--- config.mk ---
export PLATFORM = sky130hd
export DESIGN_NAME = arb_mux
export DESIGN_NICKNAME = d
export VERILOG_FILES = /design/src/rtl/arb_mux_pkg.sv /design/src/rtl/rr_arbiter.sv /design/src/rtl/arb_mux.sv
export SDC_FILE = /design/constraint.sdc
export NUM_CORES = 1
export LEC_CHECK = 0
export BUFFER_PORTS_ARGS = -buffer_cell sky130_fd_sc_hd__buf_2
export CORE_MARGIN = 2
export CORE_UTILIZATION = 35
export DETAILED_ROUTE_END_ITERATION = 6
export SETUP_SLACK_MARGIN = 0.02
export SLEW_MARGIN = 15
export SYNTH_ARGS = -nofsm -noshare
export SYNTH_HDL_FRONTEND = slang
export SYNTH_SLANG_ARGS = --single-unit
--- constraint.sdc ---
create_clock -name clk -period 9.4 [get_ports clk]
set_clock_uncertainty 0.2 [all_clocks]
set_input_delay 0.47 -clock clk [delete_from_list [all_inputs] [get_ports clk]]
set_output_delay 0.47 -clock clk [all_outputs]
set_load 0.005 [all_outputs]
--- src/rtl/arb_mux_pkg.sv ---
// Shared types and helpers for the arbitrated multiplexer.
//   arb_mode_e : arbitration policy selector (round-robin or fixed priority)
//   next_ptr   : round-robin pointer successor with explicit modulo wrap
package arb_mux_pkg;

  typedef enum logic {
    ARB_RR    = 1'b0,
    ARB_FIXED = 1'b1
  } arb_mode_e;

  // Successor of idx in a ring of `channels` entries. The wrap is explicit so
  // non-power-of-two channel counts never land on an unused index.
  function automatic int unsigned next_ptr(input int unsigned idx,
                                           input int unsigned channels);
    if (idx + 32'd1 >= channels) begin
      return 32'd0;
    end
    return idx + 32'd1;
  endfunction

endpackage : arb_mux_pkg

--- src/rtl/rr_arbiter.sv ---
// Request arbiter for arb_mux. Picks one requester per cycle, either
// round-robin from a rotating priority pointer or fixed lowest-index-wins.
//   clk, rst_n : clock, asynchronous active-low reset
//   req        : per-channel request vector
//   advance    : a granted transfer happened this cycle; rotate the pointer
//   grant      : one-hot (or zero) grant vector, combinational from req/ptr
//   grant_id   : binary index of the granted channel
module rr_arbiter
  import arb_mux_pkg::*;
#(
  parameter int unsigned CHANNELS = 4,
  parameter int unsigned ID_W     = ($clog2(CHANNELS) > 0) ? $clog2(CHANNELS) : 1,
  parameter arb_mode_e   ARB_MODE = ARB_RR
) (
  input  logic                clk,
  input  logic                rst_n,
  input  logic [CHANNELS-1:0] req,
  input  logic                advance,
  output logic [CHANNELS-1:0] grant,
  output logic [ID_W-1:0]     grant_id
);

  logic [ID_W-1:0] ptr;
  logic [ID_W-1:0] idx;
  logic            found;

  // Priority search: start at ptr (or 0 in fixed mode) and ascend with wrap.
  always_comb begin
    grant    = '0;
    grant_id = '0;
    found    = 1'b0;
    idx      = '0;
    for (int unsigned k = 0; k < CHANNELS; k++) begin
      if (ARB_MODE == ARB_FIXED) begin
        idx = ID_W'(k);
      end else begin
        idx = ID_W'((32'(ptr) + k) % CHANNELS);
      end
      if (!found && req[idx]) begin
        found      = 1'b1;
        grant[idx] = 1'b1;
        grant_id   = idx;
      end
    end
  end

  // Pointer moves just past the last winner; it stays 0 in fixed mode.
  always_ff @(posedge clk or negedge rst_n) begin
    if (!rst_n) begin
      ptr <= '0;
    end else if ((ARB_MODE == ARB_RR) && advance) begin
      ptr <= ID_W'(next_ptr(32'(grant_id), CHANNELS));
    end
  end

endmodule : rr_arbiter

--- src/rtl/arb_mux.sv ---
// N-channel arbitrated multiplexer with valid/ready handshakes on every input
// and a single registered output stage that holds its word until accepted.
//   clk, rst_n : clock, asynchronous active-low reset
//   in_valid   : per-channel request
//   in_data    : per-channel payload
//   in_ready   : per-channel accept (at most one high), combinational
//   out_valid  : output register holds a word
//   out_data   : registered payload
//   out_id     : source channel of out_data
//   out_ready  : downstream accept
module arb_mux
  import arb_mux_pkg::*;
#(
  parameter int unsigned WIDTH    = 8,
  parameter int unsigned CHANNELS = 4,
  parameter int unsigned ID_W     = ($clog2(CHANNELS) > 0) ? $clog2(CHANNELS) : 1,
  parameter arb_mode_e   ARB_MODE = ARB_RR
) (
  input  logic                clk,
  input  logic                rst_n,
  input  logic [CHANNELS-1:0] in_valid,
  input  logic [WIDTH-1:0]    in_data [CHANNELS],
  output logic [CHANNELS-1:0] in_ready,
  output logic                out_valid,
  output logic [WIDTH-1:0]    out_data,
  output logic [ID_W-1:0]     out_id,
  input  logic                out_ready
);

  logic                load_en;
  logic                xfer;
  logic [CHANNELS-1:0] grant;
  logic [ID_W-1:0]     grant_id;

  // Register can take a word when empty or being drained this cycle; the
  // rst_n term keeps every in_ready low while reset is asserted.
  assign load_en  = rst_n && (!out_valid || out_ready);
  assign in_ready = grant & {CHANNELS{load_en}};
  assign xfer     = |(in_valid & in_ready);

  rr_arbiter #(
    .CHANNELS (CHANNELS),
    .ID_W     (ID_W),
    .ARB_MODE (ARB_MODE)
  ) u_arb (
    .clk      (clk),
    .rst_n    (rst_n),
    .req      (in_valid),
    .advance  (xfer),
    .grant    (grant),
    .grant_id (grant_id)
  );

  // Output register: load on transfer, otherwise drop valid once accepted.
  always_ff @(posedge clk or negedge rst_n) begin
    if (!rst_n) begin
      out_valid <= 1'b0;
      out_data  <= '0;
      out_id    <= '0;
    end else if (xfer) begin
      out_valid <= 1'b1;
      out_data  <= in_data[grant_id];
      out_id    <= grant_id;
    end else if (out_ready) begin
      out_valid <= 1'b0;
    end
  end

endmodule : arb_mux

* Word-level counts from Yosys, hierarchy flattened
Index checks and enable logic that the tools add are counted.
** Word-level totals
- Flip-flop bits (word level) :: 13
- Bits of input ports :: 39
- Output and inout bits :: 15
- Word-level logic and storage cells :: 74
** Operators by class
- Add/subtract/negate cells :: 4
- Order comparisons :: 10
- Muxes and demuxes :: 35
- Bitwise logic cells :: 6
- Reductions and logical operators :: 15
** Operators with widths (count)
- $bmux W8 S2 :: 1
- $mux W4 :: 4
- $mux W8 :: 2
- $mux W1 :: 15
- $lt A2 B3 Y1 const B :: 4
- $or A4 B4 Y4 :: 3
- $mux W2 :: 5
- $and A4 B4 Y4 :: 2
- $bmux W1 S2 :: 4
- $demux W1 S2 :: 4
- $ge A2 B1 Y1 const B :: 4
- $logic_and A1 B1 Y1 :: 8
- $ge A3 B3 Y1 const B :: 2
- $add A2 B2 Y2 const B :: 2
- $logic_not A1 Y1 :: 4
- $reduce_or A4 Y1 :: 1
- $add A2 B1 Y3 const B :: 1
- $not A2 Y3 :: 1
- $add A2 B1 Y2 const B :: 1
- $reduce_bool A2 Y1 :: 1
- $logic_or A1 B1 Y1 :: 1

* Depth between registers and ports, before layout
- Depth in word-level cells :: 17
- Mapped depth :: 12
- Depth with buffers taken out :: 9

* Cells and area by module
A second synthesis with hierarchy kept.
** Unflattened totals
- Cells, all modules :: 116
- Area total of the unflattened synthesis :: 1266.2 µm²
** By module, submodules not included
- arb_mux :: instances 1, cells each 42, area an instance 659.4 µm²
- rr_arbiter :: instances 1, cells each 74, area an instance 606.8 µm²

* Least setup slack after synthesis
Ideal clock, no wire load.
- Path type :: register -> register
- Start point :: register (tool-made name)
- End point :: register out_data[0]
- Setup time :: 125 ps
- Arrival time :: 3318 ps
- Required time :: 9075 ps
- Slack :: 5757 ps
- Cell stages (with the launch flop) :: 11
- Path buffers :: 3
- Period minus slack after synthesis :: 3643 ps
- Cell sequence :: dfrtp_1 clkbuf_1 inv_1 ha_1 clkbuf_1 mux4_1 a221o_1 a32o_1 o311ai_4 buf_6 mux2_4
** RTL lines
- end signal: assignment :: RTL line arb_mux.sv:62 : out_data <= in_data[grant_id];
- end: declaration :: RTL line arb_mux.sv:25 : output logic [WIDTH-1:0] out_data,

==> impl_metrics.json <==
{
  "dieArea_mm2": 0.004416,
  "crit_family": "compound AO/OA/AOI/OAI gates",
  "hp-start": "out_id[1]",
  "arrival_ns": 3.96,
  "via_count": 1244,
  "io_pins": 54,
  "fin_tns_setup_ns": 0,
  "rsz0062_at_grt": "false",
  "grtUsageTotal": 0.1472,
  "critPathMaxStageDelay_ns": 0.71,
  "clock_latency_ns": 0.24,
  "worst_pin_slew_ns": 0.7849,
  "h-tree-depth": 1,
  "critPathKind": "reg2reg",
  "power_density_mw_per_mm2": 336.8,
  "ys_seq_area_frac": 0.2383,
  "hold_slack_ns": 0.2951,
  "first_global_vias": 1166,
  "r2r_slack_ns": 5.36,
  "layout_common_cells": "buf_2 (53), mux2i_1 (25), dfrtp_1 (13)",
  "cts_setup_buffers": 0,
  "cts.repair.resized": 0,
  "fin_crit_sh": 0.4293,
  "drt_wl_total_um": 3152,
  "synth_fp_nets": 186,
  "setup_slack_ns": 5.365,
  "synthCells": 140,
  "ys_ff_latch": 13,
  "fmax_ghz": 0.2478,
  "gp_congestion": 0.8930,
  "dr.pass1.iters": 5,
  "postLayoutCellArea_mm2": 0.001718,
  "hold_depth": 2,
  "die_w_um": 66.45,
  "clk_path_buf_depth": 2,
  "placed_area_mm2": 0.001648,
  "clkSinkCount": 13,
  "dpl_worst_slack_ns": 5.394,
  "yosysUniqueCellTypes": 42,
  "cts_tree": "built",
  "worstRegToRegCells": 7,
  "ctsHoldBuffers": 1,
  "root_buffer": "clkbuf_8",
  "cts_buffers": 3,
  "worst_hold_path_type": "reg2reg",
  "drc_errors": 0,
  "diodes": 0,
  "final_common_cell": "buf_2",
  "core_area_mm2": 0.003716,
  "slew_violations": 0,
  "critPathSlowestCell": "o311ai_4",
  "path_buf_inv": 1,
  "total_power_mw": 0.5787,
  "numPortBuffers": 53,
  "cp-start-kind": "register",
  "path_clk_slew_ns": 0.06,
  "overflow": 0,
  "critical_path_required_ns": 9.32,
  "hold_end": "out_id[1]",
  "max-vdd-ir-drop_uv": 149.3,
  "antenna_found_initial": 0,
  "worstPathCellList": "inv_1 > ha_1 > mux4_1 > a221o_1 > a32o_1 > o311ai_4 > mux2_2",
  "r2r-end": "out_data[5]",
  "path_max_fanout": 18,
  "synth_area_mm2": 0.001365,
  "drive_above_1_share": 0.3830,
  "final_antenna_net_count": 0,
  "initial_core_util": 0.3673,
  "yosysWarningCount": 0,
  "fp-row-count": 22,
  "avgSynthCellArea_um2": 9.750,
  "maxSlewHeadroom": 0.4755,
  "finalSetupViolCount": 0,
  "status": "completed",
  "endpoint_kind": "register",
  "vias_per_cell": 5.271,
  "syn_to_final_growth_pct": 25.85,
  "final_nets": 235,
  "grt_max_degree": 19,
  "chipHeight_um": 66.45,
  "p_leak_nw": 0.8802,
  "maxCapViolCount": 0,
  "hold_violations": 0,
  "dpl.hpwl_um": 2425,
  "first_iter_violations": 25,
  "wl_per_cell_um": 13.36,
  "period_needed_ns": 4.035,
  "grt_pass1_wl_um": 5112
}
registers in the layout (all words and copies together) (netlist names), named ones only:
signal	count
out_data	8
out_id	2
out_valid	1
u_arb.ptr	1
report_power, final:
part	internal [mW]	total [mW]	switching [mW]
clock network	0.0299	0.0501	0.0201
logic	0.214	0.413	0.199
registers	0.0855	0.116	0.0303
synthesized netlist by cell type (all sizes together):
cell     number  share of area
o21a          1         0.0055
or3           1         0.0046
dfrtp        13           0.24
nand3b        1         0.0055
o2bb2ai       1         0.0064
o21ai         5          0.018
nor3b         1         0.0055
a22oi         4          0.022
nor2          7          0.019
or3b          2          0.013
and2          1         0.0046
buf           7          0.032
mux2i        25           0.18
a2111oi       1         0.0064
ha            7          0.064
or2b          1         0.0055
a31o          1         0.0064
nand2        12          0.033
mux2         10          0.093
a32oi         1         0.0064
clkbuf        4          0.012
o311ai        2          0.026
a311oi        1         0.0064
inv           4          0.011
xor2          1         0.0064
a221o         2          0.015
mux4          3          0.055
nand2b        4          0.018
a21boi        1         0.0055
o21bai        1         0.0055
a221oi        1         0.0064
a32o          1         0.0073
o22ai         1         0.0046
a21oi         8          0.029
nor2b         4          0.018
cell families after synthesis:
kind of cell               Yosys count  share of synthesized area
DFF                                 13                     0.2383
muxes                               38                     0.3318
xor gates and xnor gates             1                   0.006417
buffers and inverters               15                    0.05499
and+or+nand+nor                     34                     0.1274
adders and majority gates            7                    0.06416
AOI/OAI and AO/OA                   32                     0.1769
routing by layer:
layer  up-vias  wire length (um)  track usage
li1        616                 -            -
met1       586              1423       0.1829
met2        40              1560       0.2600
met3         2               157      0.03209
met4         0                12      0.03061
met5         -                 0            0
area by class of cell:
cell class	count	area [um2]
Clock buffer	4	45.04
Fill cell	363	1998
Inverter	4	15.01
Multi-Input combinational cell	112	982.2
Sequential cell	13	325.3
Tap cell	48	60.06
Timing Repair Buffer	55	290.3
worst reg2reg max path: stages (launching register included):
cell and delay, ns:
dfrtp_1 0.70, inv_1 0.26, ha_1 0.48, mux4_1 0.45
a221o_1 0.41, a32o_1 0.29, o311ai_4 0.71, mux2_2 0.42
how the worst max path moves through the flow:
stage / slack (ns) / to / start / cells past startpoint
after floorplan: 5.76 / out_data[0] / register / 10
after global placement: 5.51 / out_data[7] / register / 7
after global routing: 5.21 / out_data[7] / register / 7
final: 5.36 / out_data[5] / register / 7
after detailed placement: 5.39 / out_data[5] / register / 7
after CTS: 5.38 / out_data[5] / register / 7
metrics by stage:
| step | utilization | std cells |
|---|---|---|
| after global placement | 0.4434 | 230 |
| final | 0.4623 | 236 |
| after floorplan | - | 140 |
| after detailed placement | 0.4434 | 230 |
| after global routing | 0.4623 | 236 |
| after CTS | 0.4582 | 235 |
Power figures use the tool's default switching activity.
